<file path="config.mk">
export PLATFORM = sky130hd
export DESIGN_NAME = mul_tree_bf16_param
export DESIGN_NICKNAME = d
export VERILOG_FILES = /design/src/rtl/mul_tree_bf16_param.sv
export SDC_FILE = /design/constraint.sdc
export NUM_CORES = 2
export LEC_CHECK = 0
export BUFFER_PORTS_ARGS = -buffer_cell sky130_fd_sc_hd__buf_2
export CORE_UTILIZATION = 64
export DETAILED_ROUTE_END_ITERATION = 7
export PLACE_DENSITY_LB_ADDON = 0.15
export SYNTH_ARGS = -nofsm -noshare
export SYNTH_HDL_FRONTEND = slang
export SYNTH_SLANG_ARGS = --single-unit
</file>
<file path="constraint.sdc">
create_clock -name clk -period 9 [get_ports clk]
set_input_delay 1.35 -clock clk [delete_from_list [all_inputs] [get_ports clk]]
set_output_delay 1.35 -clock clk [all_outputs]
set_load 0.02 [all_outputs]
</file>
<file path="src/rtl/mul_tree_bf16_param.sv">
// mul_tree_bf16_param: pipelined bf16 multiplier tree. Each beat carries its own product depth
// (mode), so lanes are reduced pairwise for mode levels and then passed through unchanged.
// Latency is fixed at LEVELS cycles and a single enable stalls the whole pipe under backpressure.
module mul_tree_bf16_param #(
   parameter int unsigned  N_IN   = 8,
   localparam int unsigned LEVELS = $clog2(N_IN),
   localparam int unsigned MW     = $clog2(LEVELS + 1)
) (
   input  logic                   clk,
   input  logic                   rst,
   input  logic                   in_vld,
   output logic                   in_rdy,
   input  logic [N_IN*16-1:0]     mul_ins,
   input  logic [MW-1:0]          mode,
   output logic                   out_vld,
   input  logic                   out_rdy,
   output logic [(N_IN/2)*16-1:0] outputs,
   output logic [N_IN/2-1:0]      out_lane_vld
);

   localparam int unsigned NL = N_IN / 2;

   // bf16 multiply, round to nearest even, flush-to-zero on underflow, no subnormal outputs
   function automatic logic [15:0] bf16mul(input logic [15:0] a, input logic [15:0] b);
      logic               sgn;
      logic               a_nan, b_nan, a_inf, b_inf, a_zero, b_zero;
      logic [15:0]        prod;
      logic               norm;
      logic [6:0]         mant;
      logic               guard, sticky, rnd_up;
      logic [7:0]         mant_rnd;
      logic signed [10:0] exp_b;
      logic [15:0]        res;
      sgn      = a[15] ^ b[15];
      a_zero   = (a[14:7] == 8'h00);
      b_zero   = (b[14:7] == 8'h00);
      a_inf    = (a[14:7] == 8'hFF) && (a[6:0] == 7'h00);
      b_inf    = (b[14:7] == 8'hFF) && (b[6:0] == 7'h00);
      a_nan    = (a[14:7] == 8'hFF) && (a[6:0] != 7'h00);
      b_nan    = (b[14:7] == 8'hFF) && (b[6:0] != 7'h00);
      prod     = 16'({1'b1, a[6:0]}) * 16'({1'b1, b[6:0]});
      norm     = prod[15];
      mant     = norm ? prod[14:8] : prod[13:7];
      guard    = norm ? prod[7] : prod[6];
      sticky   = norm ? (|prod[6:0]) : (|prod[5:0]);
      rnd_up   = guard & (sticky | mant[0]);
      mant_rnd = {1'b0, mant} + {7'h00, rnd_up};
      // A rounding carry leaves mant_rnd[6:0] at zero, so only the exponent needs the bump.
      exp_b    = $signed({3'b000, a[14:7]} + {3'b000, b[14:7]} + {10'h000, norm}
                         + {10'h000, mant_rnd[7]} - 11'd127);
      if (a_nan || b_nan) begin
         res = 16'h7FC0;
      end else if ((a_inf && b_zero) || (b_inf && a_zero)) begin
         res = 16'h7FC0;
      end else if (a_inf || b_inf) begin
         res = {sgn, 8'hFF, 7'h00};
      end else if (a_zero || b_zero) begin
         res = {sgn, 15'h0000};
      end else if (exp_b >= 11'sd255) begin
         res = {sgn, 8'hFF, 7'h00};
      end else if (exp_b <= 11'sd0) begin
         res = {sgn, 15'h0000};
      end else begin
         res = {sgn, exp_b[7:0], mant_rnd[6:0]};
      end
      return res;
   endfunction

   logic [LEVELS-1:0] r_vld;
   logic [MW-1:0]     r_mode [LEVELS];
   logic [NL*16-1:0]  r_data [LEVELS];
   logic [NL*16-1:0]  w_next [LEVELS];
   logic [MW-1:0]     w_mode_eff;
   logic [NL-1:0]     w_mask;
   logic              w_en;

   assign w_en    = !out_vld || out_rdy;
   assign in_rdy  = w_en;
   assign out_vld = r_vld[LEVELS-1];
   assign outputs = r_data[LEVELS-1];

   // Clamp mode into 1..LEVELS before it travels with the beat
   always_comb begin
      if (mode == '0) begin
         w_mode_eff = MW'(1);
      end else if (32'(mode) > LEVELS) begin
         w_mode_eff = MW'(LEVELS);
      end else begin
         w_mode_eff = mode;
      end
   end

   // Per-stage next data: reduce pairs while the level is within the beat's mode, else copy
   always_comb begin
      for (int s = 0; s < LEVELS; s++) begin
         w_next[s] = '0;
      end
      // Level 1 always multiplies because the effective mode is never below 1
      for (int j = 0; j < NL; j++) begin
         w_next[0][16*j +: 16] = bf16mul(mul_ins[32*j +: 16], mul_ins[32*j+16 +: 16]);
      end
      for (int s = 1; s < LEVELS; s++) begin
         if (s + 1 <= 32'(r_mode[s-1])) begin
            // From level 2 on only the lower half of the lanes can hold live products
            for (int j = 0; j < NL / 2; j++) begin
               if (j < (N_IN >> (s + 1))) begin
                  w_next[s][16*j +: 16] = bf16mul(r_data[s-1][32*j +: 16],
                                                  r_data[s-1][32*j+16 +: 16]);
               end
            end
         end else begin
            w_next[s] = r_data[s-1];
         end
      end
   end

   // Lane mask of the beat at the output stage
   always_comb begin
      for (int j = 0; j < NL; j++) begin
         w_mask[j] = (j < (N_IN >> r_mode[LEVELS-1]));
      end
   end

   assign out_lane_vld = r_vld[LEVELS-1] ? w_mask : '0;

   // Pipeline registers: all stages advance together on enable, bubbles enter when idle
   always_ff @(posedge clk or negedge rst) begin
      if (!rst) begin
         r_vld <= '0;
         for (int s = 0; s < LEVELS; s++) begin
            r_mode[s] <= '0;
            r_data[s] <= '0;
         end
      end else if (w_en) begin
         r_vld[0]  <= in_vld;
         r_mode[0] <= w_mode_eff;
         r_data[0] <= w_next[0];
         for (int s = 1; s < LEVELS; s++) begin
            r_vld[s]  <= r_vld[s-1];
            r_mode[s] <= r_mode[s-1];
            r_data[s] <= w_next[s];
         end
      end
   end

endmodule

</file>
==> flow_summary_export.csv <==
group,metric,value,unit
finish,share_of_final_layout_standard_cells_stronger_than_drive_strength_1,0.1013,
synth,yosys_most_used_dff,"sky130_fd_sc_hd__dfrtp_1",
die,initial_utilization,0.6529,
routing,detail_route.iter0.violations,1829,
run_status,violations,"DRC",
clock_tree,clock_sink_count,201,
grt,first_global_vias,24890,
routing,wirelength,76680,microns
die,die_area,48570,sq um
grt,grt_max_degree,126,
synth,synth-seq-area-share,0.1648,
clock_tree,clk_transition_reported_paths,80,ps
sta,setup_tns,0,ps
setup_path,worst_setup_start_kind,"register",
synth,syn_nets,4291,
routing,drtAntennaViolNets,0,
sta,timing.max_slew.rel_slack,0.2401,
finish,final_net_count,4387,
clock_tree,clock_latency,530,ps
setup_path,cpPeakStageDelay,560,ps
routing,wl_per_cell,17.99,microns
synth,synth.yosys.warnings,0,
sta,finalHoldViolCount,0,
clock_tree,numCtsBuffers,22,
die,chipWidth,220.4,microns
synth,synth-adder-area-share,0.3186,
sta,post-route-period-util,0.9318,
clock_tree,ctsHtreeMaxLevel,1,
setup_path,worst-endpoint-required,9420,ps
placed_design,port_buffers,203,
sta,max_freq,0.1192,GHz
setup_path,cell_with_the_largest_stage_delay_on_the_worst_path,"sky130_fd_sc_hd__dfrtp_1",
sta,setup_skew,12.43,ps
synth,post_synth_and_or_nand_nor_area_fraction,0.1960,
grt,grt.overflow.total,0,
routing,vias,25750,
synth,synthArstFlopShare,1.000,
clock_tree,post-cts-setup-buffer-count,0,
routing,drc,16,
routing,drtPass1Iterations,8,
synth,synth_top_cell_area_share,0.1745,
synth,synth_compound_gate_area_share,0.1689,
synth,synthDominantAreaCellType,"sky130_fd_sc_hd__fa_1",
clock_tree,tritoncts,"yes",
die,rows,79,
synth,netlist_instances,3541,
clock_tree,ctsResizeCount,0,
run_status,status,"finished with violations",
synth,synth-edff-count,0,
synth,synth_top_family_by_area,"adder cells",
synth,synthTopCellsByArea,"sky130_fd_sc_hd__fa_1, sky130_fd_sc_hd__dfrtp_1, sky130_fd_sc_hd__ha_1",
worst_hold_path,hold_path.class,"register to register",
die,io-pin-count,204,
setup_path,crit_path_end_kind,"register",
synth,post_synth.cell_area_avg,8.620,sq um
flow_run,timing.max_cap.violations,0,
placed_design,hpwl_after_detailed_placement,62370,microns
clock_tree,cts_root_buf,"sky130_fd_sc_hd__clkbuf_16",
finish,postLayoutCellArea,32450,sq um
clock_tree,cts_buffer_depth,3,
sta,unrepaired_setup_endpoints_after_global_routing,"no",
sta,worst_slew_pin_slew,1137,ps
sta,hold_slack,471.0,ps
synth,synth_xor_xnor_area_share,0.04115,
routing,viasPerCell,6.043,
synth,mapped_cell_area,30520,sq um
synth,yosys.cell_types.count,122,
placed_design,place_congestion,0.9690,
synth,yosys-mux-area-fraction,0.01631,
placed_design,placed_area,31650,sq um
grt,grt_first_pass_wirelength,125500,microns
grt,antenna_found_initial,1,
sta,final_max_slew_viol_count,0,
die,die-height,220.4,microns
setup_path,timing.setup.critical_path_class,"register to register",
clock_tree,cts_hold_buffers,0,
finish,layout-area-overhead-vs-synth,6.309,%
setup_path,worst-endpoint-arrival,8800,ps
die,core_area,46750,sq um
setup_path,critical_path_peak_fanout,13,
synth,ys_ff_latch,201,
sta,final.min_clock_period,8386,ps
grt,grtUsageTotal,0.3183,
sta,setup-violations-final,0,
area by class of cell:
type | count | area [sq um]
tap | 607 | 759.5
multi-input combinational | 2645 | 22640
sequential | 201 | 5030
clock buffer | 28 | 624.3
antenna | 1 | 2.502
inverter | 540 | 2027
fill | 3795 | 14300
clock inverter | 12 | 163.9
timing repair buffer | 227 | 1205
cell families (layout without fill, tap and decap cells):
group,count (synthesis),count (layout)
simple gates,1131,1131
compound gates,713,713
buf+inv,695,807
fa+ha+maj,618,618
flops,201,201
xor+xnor,137,137
mux,46,46
other cells,0,1
worst paths after layout:
check / startpoint / endpoint / slack [ps] / cells past startpoint
worst max register to register: r_data[86]$_DFFE_PN0P_ / outputs[5]$_DFFE_PN0P_ / 610 / 32
worst min register to register: r_vld[0]$_DFFE_PN0P_ / r_vld[0]$_DFFE_PN0P_ / 470 / 2
worst min-delay path: r_vld[0]$_DFFE_PN0P_ / r_vld[0]$_DFFE_PN0P_ / 470 / 2
min in group asynchronous: rst / outputs[3]$_DFFE_PN0P_ / 950 / 1
worst max-delay path: r_data[86]$_DFFE_PN0P_ / outputs[5]$_DFFE_PN0P_ / 610 / 32
max in group asynchronous: rst / r_data[161]$_DFFE_PN0P_ / 6500 / 2
worst max-delay path, delay by kind of cell, from the launching register on:
kind            cells  cell delay (ps)
flops               1              560
buf+inv             6              440
xor+xnor            1              250
simple gates        7             1410
fa+ha+maj           8             3470
compound gates     10             2080
registers in the layout, indices dropped and copies added, names as in the netlist:
register	cells
r_vld	3
r_data	128
r_mode	6
outputs	64
synthesized netlist by cell type (63+ instances only):
cell type / instances
sky130_fd_sc_hd__inv_1: 538
sky130_fd_sc_hd__ha_1: 350
sky130_fd_sc_hd__nand2_1: 285
sky130_fd_sc_hd__fa_1: 266
sky130_fd_sc_hd__and2_1: 228
sky130_fd_sc_hd__dfrtp_1: 201
sky130_fd_sc_hd__nor2_1: 194
sky130_fd_sc_hd__o21ai_0: 144
sky130_fd_sc_hd__a21oi_1: 128
sky130_fd_sc_hd__clkbuf_1: 73
sky130_fd_sc_hd__xnor2_1: 66
sky130_fd_sc_hd__buf_4: 65
sky130_fd_sc_hd__xor2_1: 65
sky130_fd_sc_hd__a22o_1: 63
stage by stage:
stage          utilization  setup WS (ps)  cells
2_1_floorplan            -          651.2   3541
3_3_place_gp        0.6770          404.7   4220
3_5_place_dp        0.6770          278.5   4220
4_1_cts             0.6939          407.3   4260
5_1_grt             0.6941          156.9   4261
6_report            0.6941          613.8   4261
metal layers:
metal	vias to the layer above	GRT usage	part of all wire
met5	-	0	0
met4	0	0.07126	0.023
met3	110	0.03821	0.073
met2	925	0.4961	0.44
met1	12480	0.4723	0.47
li1	12240	-	-
placed cells by master (no fill, tap or decap), types with 39 or more instances in the layout:
cell type                 instances
sky130_fd_sc_hd__inv_1          538
sky130_fd_sc_hd__ha_1           350
sky130_fd_sc_hd__nand2_1        285
sky130_fd_sc_hd__fa_1           266
sky130_fd_sc_hd__and2_1         228
sky130_fd_sc_hd__buf_2          202
sky130_fd_sc_hd__dfrtp_1        201
sky130_fd_sc_hd__nor2_1         193
sky130_fd_sc_hd__o21ai_0        144
sky130_fd_sc_hd__a21oi_1        128
sky130_fd_sc_hd__xnor2_1         66
sky130_fd_sc_hd__xor2_1          65
sky130_fd_sc_hd__a22o_1          63
sky130_fd_sc_hd__nor3_1          51
sky130_fd_sc_hd__nand3_1         51
sky130_fd_sc_hd__nand4_1         47
sky130_fd_sc_hd__nor2b_1         44
sky130_fd_sc_hd__nor4_1          42
sky130_fd_sc_hd__a21o_1          39
Power is not shown: default switching activity piles up to over one toggle a cycle in this logic, so the estimate is an artifact.
